==> config.mk <==
export PLATFORM = sky130hd
export DESIGN_NAME = st_rd_driver
export DESIGN_NICKNAME = d
export VERILOG_FILES = /design/src/rtl/st_rd_driver.sv
export SDC_FILE = /design/constraint.sdc
export NUM_CORES = 1
export LEC_CHECK = 0
export CAP_MARGIN = 20
export CORE_MARGIN = 2
export CORE_UTILIZATION = 30
export DETAILED_ROUTE_END_ITERATION = 6
export GPL_TIMING_DRIVEN = 0
export HOLD_SLACK_MARGIN = 0.03
export PLACE_DENSITY = 0.6
export SETUP_SLACK_MARGIN = 0.05
export SYNTH_ARGS = -nofsm -noshare
export SYNTH_HDL_FRONTEND = slang
export SYNTH_SLANG_ARGS = --single-unit
export TNS_END_PERCENT = 30
==> constraint.sdc <==
create_clock -name CLK -period 3.55 [get_ports CLK]
set_input_delay 1.065 -clock CLK [delete_from_list [all_inputs] [get_ports CLK]]
set_output_delay 1.065 -clock CLK [all_outputs]
set_load 0.01 [all_outputs]
==> src/rtl/st_rd_driver.sv <==
// Initiator for the ST/RD/RES node protocol: takes one argument tuple from the host,
// starts the computation tree, waits for ready and returns result, cycle count and timeout flag.
module st_rd_driver #(
  parameter int unsigned W       = 16,
  parameter int unsigned CW      = 32,
  parameter int unsigned TIMEOUT = 65535
) (
  input  logic          CLK,
  input  logic          RST,
  input  logic          REQ_VALID,
  output logic          REQ_READY,
  input  logic [W-1:0]  ARG0,
  input  logic [W-1:0]  ARG1,
  input  logic [W-1:0]  ARG2,
  output logic          RSP_VALID,
  input  logic          RSP_READY,
  output logic [W-1:0]  RSP_RES,
  output logic          RSP_TIMEOUT,
  output logic [CW-1:0] RSP_CYCLES,
  output logic          CH_ST,
  input  logic          CH_RD,
  input  logic [W-1:0]  CH_RES,
  output logic [W-1:0]  CH_IN0,
  output logic [W-1:0]  CH_IN1,
  output logic [W-1:0]  CH_IN2
);

  typedef enum logic [1:0] {StIdle, StRun, StDone} state_e;

  localparam logic [CW-1:0] TimeoutLim = CW'(TIMEOUT);
  localparam bit            TimeoutEn  = (TIMEOUT != 0);

  state_e          state_q, state_d;
  logic [CW-1:0]   cnt_q, cnt_d, cnt_inc;
  logic [W-1:0]    in0_q, in0_d, in1_q, in1_d, in2_q, in2_d;
  logic [W-1:0]    res_q, res_d;
  logic [CW-1:0]   cycles_q, cycles_d;
  logic            timeout_q, timeout_d;

  always_ff @(posedge CLK) begin
    if (RST) begin
      state_q   <= StIdle;
      cnt_q     <= '0;
      in0_q     <= '0;
      in1_q     <= '0;
      in2_q     <= '0;
      res_q     <= '0;
      cycles_q  <= '0;
      timeout_q <= 1'b0;
    end else begin
      state_q   <= state_d;
      cnt_q     <= cnt_d;
      in0_q     <= in0_d;
      in1_q     <= in1_d;
      in2_q     <= in2_d;
      res_q     <= res_d;
      cycles_q  <= cycles_d;
      timeout_q <= timeout_d;
    end
  end

  always_comb begin
    state_d   = state_q;
    cnt_d     = cnt_q;
    in0_d     = in0_q;
    in1_d     = in1_q;
    in2_d     = in2_q;
    res_d     = res_q;
    cycles_d  = cycles_q;
    timeout_d = timeout_q;
    // Saturate rather than wrap so an unbounded job still reports a sane count.
    cnt_inc   = (&cnt_q) ? cnt_q : cnt_q + CW'(1);

    unique case (state_q)
      StIdle: begin
        if (REQ_VALID && REQ_READY) begin
          in0_d   = ARG0;
          in1_d   = ARG1;
          in2_d   = ARG2;
          cnt_d   = '0;
          state_d = StRun;
        end
      end
      StRun: begin
        cnt_d = cnt_inc;
        // Completion takes priority over a timeout landing on the same edge.
        if (CH_RD) begin
          res_d     = CH_RES;
          cycles_d  = cnt_inc;
          timeout_d = 1'b0;
          state_d   = StDone;
        end else if (TimeoutEn && (cnt_inc == TimeoutLim)) begin
          res_d     = '0;
          cycles_d  = TimeoutLim;
          timeout_d = 1'b1;
          state_d   = StDone;
        end
      end
      StDone: begin
        if (RSP_READY) state_d = StIdle;
      end
      default: state_d = StIdle;
    endcase
  end

  // A tree still holding CH_RD has not cleared from the previous job.
  assign REQ_READY   = (state_q == StIdle) && !CH_RD;
  assign CH_ST       = (state_q == StRun);
  assign RSP_VALID   = (state_q == StDone);
  assign RSP_RES     = res_q;
  assign RSP_TIMEOUT = timeout_q;
  assign RSP_CYCLES  = cycles_q;
  assign CH_IN0      = in0_q;
  assign CH_IN1      = in1_q;
  assign CH_IN2      = in2_q;

endmodule

# Word-level counts from Yosys, hierarchy flattened
# Cells that the tools add are included.
# word_totals
input_bits	69
elab_cells	40
out_inout_bits	100
ff_bits	131
# op_classes
n_mux	14
n_reduce_logical	11
n_addsub	1
eq_ne	6
# ops
op	count
2-to-1 mux 32 bit	4
one-hot mux 32 bit (2 select lines)	1
adder 32 x 1 -> 32 bit, second input constant	1
equality test 32 x 16 -> 1 bit, second input constant	1
2-to-1 mux 16 bit	2
AND reduction 32 bit	1
2-to-1 mux 2 bit	4
one-hot mux 2 bit (3 select lines)	1
AND reduction 2 bit	3
nonzero test 2 bit	2
!= test 3 x 1 -> 1 bit, second input constant	1
AND reduction 3 bit	1
equality test 2 x 1 -> 1 bit, second input constant	1
equality test 2 bit, second input constant	1
logical AND 1 bit	2
zero test 2 bit	1
2-to-1 mux 1 bit	2
!= test 2 x 1 -> 1 bit, second input constant	1
!= test 2 bit, second input constant	1
zero test 1 bit	1

# Logic depth before layout (Yosys ltp)
# Gate-level depths: netlist of the first run.
# depth
word_depth	6
mapped_depth	12
mapped_depth_nobuf	9

# Worst setup path after synthesis of the first run
# Ideal clock, no wire load.
# synth_path
path_kind	register to register
start	register cnt_q[22]
end	register cycles_q[12] (netlist: RSP_CYCLES[12])
t_required_ps	3481
period_less_slack_ps	3089
slack_ps	461
setup_ps	69
path_stages_with_launch	12
t_arrival_ps	3020
path_buffers	3
cell_sequence	dfxtp_1 clkbuf_8 nand2_1 or4_1 nor3_2 nor2_1 xnor2_1 or3_2 or3_1 buf_6 buf_12 a21oi_4
# synth_via
elab_chain_cells	5
elab_cells_between_ends	7
classes_between	add/sub: 1; eq/ne: 1; mux: 2; reduce/logical: 3
# synth_rtl
item	line	text
from (decl)	34	logic [CW-1:0] cnt_q, cnt_d, cnt_inc;
from (signal assigned)	52	cnt_q <= cnt_d;
adder 32 x 1 -> 32 bit / AND reduction 32 bit (equally long branches)	72	cnt_inc = (&cnt_q) ? cnt_q : cnt_q + CW'(1);
2-to-1 mux 32 bit (*)	72	
equality test 32 x 16 -> 1 bit	92	end else if (TimeoutEn && (cnt_inc == TimeoutLim)) begin
nonzero test 2 bit (no source line)	--	
AND reduction 2 bit (no source line)	--	
to (signal assigned)	57	cycles_q <= cycles_d;
to (decl)	37	logic [CW-1:0] cycles_q, cycles_d;
# Mark *: on every way between the ends. The rest lies on a longest branch, timed or not.
# A chain may end at the register's enable or synchronous reset.

# Worst setup path after layout of the first run
# layout_path
start	register cnt_q[16]
end	register cycles_q[14] (netlist: RSP_CYCLES[14])
# Same word-level chain as after synthesis.

==> flow_metrics.py, run 1 <==
metrics = {
    "power": {
        "power_density_nw_per_um2": 404,
        "seq_power_share": 0.407,
        "clockPowerShare": 0.488,
        "ir_worst_vdd_mv": 0.298,
        "combPwrFrac": 0.105,
        "p_int_w": 0.00284,
        "p_sw_w": 0.000937,
        "leakagePower_nw": 3.07,
        "swShare": 0.248,
    },
    "clocking": {
        "clock_latency_ns": 0.42,
        "clock_path_buffers": 2,
        "cts_buffers": 17,
        "clock-sinks": 131,
        "path_clk_slew_ns": 0.06,
        "cts_max_level": 4,
        "cts_tree": "yes",
        "root_buffer": "clkbuf_16",
    },
    "logic_synthesis": {
        "yosys-top-cells-count": "136 x nand2_1, 131 x dfxtp_1, 85 x a21oi_1",
        "syn_nets": 892,
        "ys_warn_count": 0,
        "syn_inst": 822,
        "avgSynthCellArea_um2": 7.97,
        "synthTopCellsByArea": "dfxtp_1 40%, nand2_1 7.8%, a21oi_1 6.5%",
        "synth.ff_latch_count": 131,
        "synthArstFlopShare": 0,
        "synth.top_cell.area_share": 0.400,
        "synth_most_common_cell": "nand2_1",
        "synth_seq_area_share": 0.400,
        "syn_area_um2": 6550,
        "synth_edf_count": 0,
        "yosysTopAreaCell": "dfxtp_1",
        "synth_ff_type": "dfxtp_1",
        "synth_cell_type_count": 67,
    },
    "grt": {
        "grtUsageMet1": 0.258,
        "use_met2": 0.302,
        "grtUsageTotal": 0.195,
        "antenna_found_initial": 0,
        "grt_pass1_vias": 6252,
        "grt_pass1_wl_mm": 34.5,
        "met3_usage": 0.0581,
        "gr-total-overflow": 0,
        "grt-busiest-layer": "met2",
        "grt_max_degree": 17,
    },
    "setup_path": {
        "required_ns": 3.91,
        "cp_top_family": "simple AND/OR/NAND/NOR gates",
        "crit_path_end": "RSP_CYCLES[14]",
        "crit_fanout": 10,
        "cp_slowest_cell": "or4_4",
        "path_class": "reg2reg",
        "crit_path_start": "cnt_q[16]",
        "worstReg2RegStart": "cnt_q[16]",
        "worst_path_largest_cell_delay_ns": 0.60,
        "reg2regPathDepth": 12,
        "worst_setup_path_end_kind": "register",
        "path_depth": 12,
        "startpoint_type": "register",
        "crit_path_cell_trace": "buf_4, nand4_4, or4_4, buf_12, o311a_2, xnor2_2, and4b_1, nand4_1, or3_1, buf_6, buf_12, a21oi_4",
        "worst-endpoint-arrival_ns": 3.79,
        "r2r_slack_ns": 0.12,
        "crit_top_cell": "buf_12",
        "worst_r2r_endpoint": "RSP_CYCLES[14]",
        "cp.buffers_inverters": 4,
    },
    "cells_and_area": {
        "syn2layout_area_growth_pct": 42.8,
        "layout.nets": 1085,
        "n_antenna_cell": 0,
        "final_cells": 1308,
        "drive_above_1_share": 0.105,
    },
    "detailed_routing": {
        "route.detailed.drc": 0,
        "viasPerCell": 5.22,
        "drtPass1Iterations": 5,
        "drtAntennaViolNets": 0,
        "detail_route.wl_per_cell_um": 17.3,
        "drt_iter0_drc": 467,
        "num_vias": 6830,
        "wl_mm": 22.6,
    },
    "floorplan": {
        "start_util": 0.303,
        "die_area_um2": 23000,
        "core-area_um2": 21600,
        "die_h_um": 152,
        "rows": 54,
        "die_w_um": 152,
        "ios": 169,
    },
    "placed_design": {
        "globalplace.congestion": 0.947,
        "port_buffers": 166,
        "dp_hpwl_mm": 16.3,
        "dp_cells": 1268,
    },
    "sta": {
        "worstMarginPinSlew_ns": 0.759,
        "clock.fmax_ghz": 0.291,
        "drv_slew": 0,
        "relSlewSlack": 0.494,
        "setup_violations": 0,
        "grt_setup_unrepaired": "true",
        "fin_crit_ns": 3.43,
        "finalCritPeriodShare": 0.967,
        "fin_skew_ns": 0.00678,
        "hold_viol": 0,
        "holdWs_ns": 0.453,
    },
    "run": {
        "maxCapViolCount": 0,
    },
    "run_status": {
        "outcome": "finished clean",
    },
    "min_path": {
        "hold_class": "reg2reg",
    },
}
-- placed cells by master, fill, tap and decap left out, drive strengths merged, types with 5 or more instances in the layout --
cell type / n
a21oi: 95
a311oi: 6
a31oi: 18
a32oi: 22
and2: 6
and3: 6
buf: 18
clkbuf: 84
clkdlybuf4s50: 166
dfxtp: 131
inv: 38
nand2: 136
nand3: 27
nand4: 15
nor2: 74
nor3: 21
nor4: 11
o21ai: 32
o32a: 8
o41ai: 30
or2: 5
xnor2: 14
-- power groups by stage --
stage,clock network (W),logic [W],registers (W)
floorplan,0,0.000155,0.00159
global placement,0,0.000395,0.00157
detailed placement,0,0.000395,0.00157
CTS,0.00189,0.000397,0.00154
global route,0.00194,0.000432,0.00154
finish,0.00185,0.000396,0.00154
-- cells by family (layout without fill, tap and decap cells) --
| kind of cell | Yosys count | after routing | synth area share |
|---|---|---|---|
| AND/OR/NAND/NOR | 324 | 324 | 0.233 |
| buffers and inverters | 112 | 318 | 0.0848 |
| multiplexers | 3 | 3 | 0.00458 |
| flip-flops | 131 | 131 | 0.400 |
| AO/OA/AOI/OAI | 233 | 233 | 0.251 |
| XOR/XNOR | 18 | 18 | 0.0241 |
| adder cells (fa/ha/maj) | 1 | 1 | 0.00191 |
-- tightest hold or removal path, delay by kind of cell, from the launching register on --
kind            cells  cell delay (ns)
flops               1             0.31
simple gates        1             0.05
compound gates      1             0.05
-- stage by stage --
| step | util | area (µm²) | TNS (ns) | setup slack [ns] | power, W |
|---|---|---|---|---|---|
| floorplan | - | 6550 | 0 | 0.461 | 0.00174 |
| global placement | 0.396 | 8560 | -24.94 | -0.598 | 0.00196 |
| detailed placement | 0.396 | 8560 | -21.53 | -0.527 | 0.00196 |
| CTS | 0.427 | 9240 | 0 | 0.0596 | 0.00382 |
| global route | 0.433 | 9350 | 0 | 0.0126 | 0.00392 |
| finish | 0.433 | 9350 | 0 | 0.118 | 0.00378 |
-- flip-flops by register name, indices dropped and copies added, names as in the netlist --
register,cells
CH_IN0,16
CH_IN1,16
CH_IN2,16
RSP_CYCLES,32
RSP_RES,16
RSP_TIMEOUT,1
cnt_q,32
state_q,2
-- worst min path at each step --
stage / cells after the start / slack (ns) / endpoint / startpoint
2_1_floorplan: 1 / 0.46 / state_q[0] / state_q[0]
3_3_place_gp: 2 / 0.44 / CH_IN1[6] / CH_IN1[6]
3_5_place_dp: 2 / 0.45 / CH_IN0[12] / CH_IN0[12]
4_1_cts: 2 / 0.46 / CH_IN0[12] / CH_IN0[12]
5_1_grt: 2 / 0.48 / CH_IN0[4] / CH_IN0[4]
6_report: 2 / 0.45 / CH_IN1[4] / CH_IN1[4]
-- area by class of cell --
| class | instances | area, µm² |
|---|---|---|
| clock inverter | 12 | 154 |
| fill | 2272 | 12300 |
| timing repair buffer | 175 | 1740 |
| buffer | 74 | 424 |
| tap | 280 | 350 |
| multi-input combinational | 579 | 3460 |
| clock buffer | 20 | 457 |
| sequential | 131 | 2630 |
| inverter | 37 | 143 |
-- repair_timing --
item                       CTS  global route
gates resized for setup     11            21
hold buffers                 0             0
setup endpoints to repair   51            48
buffers inserted             2             7
pin swaps                    1             3
-- metal layers --
layer	part of all wire	up-vias	routed length [µm]
li1	-	3340	-
met1	0.46	3198	10300
met2	0.44	259	9950
met3	0.081	33	1830
met4	0.023	0	530
met5	0	-	0
Power figures use the tool's default switching activity.
==> run 2, diff against run 1 <==
==> constraint.sdc (replaced) <==
create_clock -name CLK -period 3.55 [get_ports CLK]
set_input_delay 1.065 -clock CLK [delete_from_list [all_inputs] [get_ports CLK]]
set_output_delay 1.065 -clock CLK [all_outputs]
set_load 0.02 [all_outputs]
==> results of run 2 <==
The final DEF is identical to that of run 1. Status: finished clean.
Main changes from that run: total power 0.00378 W -> 0.00381 W
==> run 3, diff against run 2 <==
--- a/config.mk
+++ b/config.mk
@@ -10,7 +10,6 @@
 export CORE_UTILIZATION = 30
 export DETAILED_ROUTE_END_ITERATION = 6
 export GPL_TIMING_DRIVEN = 0
-export HOLD_SLACK_MARGIN = 0.03
 export PLACE_DENSITY = 0.6
 export SETUP_SLACK_MARGIN = 0.05
 export SYNTH_ARGS = -nofsm -noshare
==> constraint.sdc (replaced) <==
create_clock -name CLK -period 3.55 [get_ports CLK]
set_input_delay 0.71 -clock CLK [delete_from_list [all_inputs] [get_ports CLK]]
set_output_delay 0.71 -clock CLK [all_outputs]
set_load 0.02 [all_outputs]
==> flow_metrics.py, run 3 (same netlist as run 1, synthesis figures left out) <==
metrics = {
    "power": {
        "ir_worst_vdd_mv": 0.310,
        "swShare": 0.253,
        "clockPowerShare": 0.484,
        "power_density_nw_per_um2": 408,
        "power_w": 0.00381,
        "leakagePower_nw": 3.06,
        "p_sw_w": 0.000965,
        "combPwrFrac": 0.112,
        "seq_power_share": 0.404,
        "p_int_w": 0.00284,
    },
    "run": {
        "maxCapViolCount": 0,
    },
    "floorplan": {
        "die_area_um2": 23000,
        "rows": 54,
        "start_util": 0.303,
        "die_w_um": 152,
        "die_h_um": 152,
        "ios": 169,
        "core-area_um2": 21600,
    },
    "detailed_routing": {
        "num_vias": 6782,
        "drtPass1Iterations": 5,
        "wl_mm": 22.6,
        "viasPerCell": 5.19,
        "detail_route.wl_per_cell_um": 17.3,
        "drt_iter0_drc": 466,
        "route.detailed.drc": 0,
        "drtAntennaViolNets": 0,
    },
    "grt": {
        "grt_pass1_vias": 6252,
        "antenna_found_initial": 0,
        "grtUsageTotal": 0.195,
        "grt_pass1_wl_mm": 34.5,
        "grt_max_degree": 17,
        "gr-total-overflow": 0,
    },
    "setup_path": {
        "required_ns": 3.91,
        "path_class": "reg2reg",
        "crit_fanout": 10,
        "crit_top_cell": "buf_4",
        "startpoint_type": "register",
        "cp_slowest_cell": "or4_4",
        "worst_path_largest_cell_delay_ns": 0.60,
        "crit_path_cell_trace": "buf_4, nand4_4, or4_4, buf_4, o311a_2, xnor2_2, and4b_1, nand4_1, or3_1, buf_6, buf_12, a21oi_4",
        "worst-endpoint-arrival_ns": 3.80,
        "worst_setup_path_end_kind": "register",
    },
    "sta": {
        "relSlewSlack": 0.490,
        "tns_ns": 0,
        "fin_crit_ns": 3.44,
        "fin_skew_ns": 0.00706,
        "setup_violations": 0,
        "grt_setup_unrepaired": "false",
        "worstMarginPinSlew_ns": 0.764,
        "finalCritPeriodShare": 0.969,
        "clock.fmax_ghz": 0.291,
        "hold_viol": 0,
        "drv_slew": 0,
    },
    "placed_design": {
        "dp_hpwl_mm": 16.3,
        "port_buffers": 166,
        "place_area_um2": 8560,
        "globalplace.congestion": 0.947,
    },
    "clocking": {
        "cts_max_level": 4,
        "root_buffer": "clkbuf_16",
        "cts_hold_buffers": 0,
        "path_clk_slew_ns": 0.06,
        "cts_tree": "yes",
        "clock-sinks": 131,
        "clock_latency_ns": 0.42,
        "cts_buffers": 17,
        "clock_path_buffers": 2,
    },
    "cells_and_area": {
        "drive_above_1_share": 0.101,
        "nFillCells": 2274,
        "stdcell_area_um2": 9320,
        "layout.nets": 1083,
        "layout_commonest_cell": "clkdlybuf4s50_1",
        "syn2layout_area_growth_pct": 42.3,
        "finalCoreUtilization": 0.431,
        "n_antenna_cell": 0,
        "layout_common_cells": "166 x clkdlybuf4s50_1, 136 x nand2_1, 129 x dfxtp_1",
    },
    "run_status": {
        "outcome": "finished clean",
    },
    "min_path": {
        "hold_class": "reg2reg",
    },
}
[run 3: cell count changes in the layout (fill, tap and decap cells not counted), sizes merged]
cell / previous run / this run
clkinvlp: 4 / 3
clkinv: 4 / 5
buf: 18 / 16
[run 3: final cells by class]
class | instances | area, µm² | area share
buffer | 74 | 425 | 0.0456
clock buffer | 20 | 457 | 0.0490
clock inverter | 12 | 154 | 0.0165
inverter | 37 | 139 | 0.0149
multi-input combinational | 579 | 3460 | 0.371
sequential | 131 | 2630 | 0.282
tap | 280 | 350 | 0.0376
timing repair buffer | 173 | 1710 | 0.184
[run 3: power by group through the flow]
stage	sequential (W)	clock [W]	combinational [W]
2_1_floorplan	0.00162	0	0.000156
6_report	0.00154	0.00184	0.000427
3_3_place_gp	0.00157	0	0.000427
3_5_place_dp	0.00157	0	0.000427
4_1_cts	0.00154	0.00189	0.000429
5_1_grt	0.00154	0.00195	0.000463
[run 3: final timing paths]
check	slack [ns]	depth (start not counted)	from	end
min reg2reg	0.45	2	CH_IN1[4]	CH_IN1[4]
max	0.11	12	cnt_q[16]	RSP_CYCLES[14]
max reg2reg	0.11	12	cnt_q[16]	RSP_CYCLES[14]
min	0.45	2	CH_IN1[4]	CH_IN1[4]
[run 3: metal layers]
metal	vias to the layer above	track usage	share of wire
li1	3334	-	-
met1	3142	0.258	0.45
met2	272	0.302	0.44
met3	34	0.0581	0.084
met4	0	0.0690	0.024
met5	-	0	0
[run 3: timing repair]
action                                  CTS  global route
buffers inserted                          2             5
pin swaps                                 1             3
gates resized for setup                  11            20
endpoints found under the setup margin   51            47
[run 3: per-stage QoR]
| stage | hold WS, ns | std cells | setup WS, ns |
|---|---|---|---|
| 2_1_floorplan | 0.459 | 822 | 0.461 |
| 3_3_place_gp | 0.441 | 1268 | -0.598 |
| 3_5_place_dp | 0.446 | 1268 | -0.527 |
| 4_1_cts | 0.455 | 1301 | 0.0596 |
| 5_1_grt | 0.476 | 1306 | 0.0478 |
| 6_report | 0.453 | 1306 | 0.109 |
[run 3: critical path: cells and delay by family (launching register included)]
family | cells | cell delay (ns)
compound gates | 2 | 0.48
xor+xnor | 1 | 0.22
buf+inv | 4 | 0.64
flops | 1 | 0.31
simple gates | 5 | 1.71
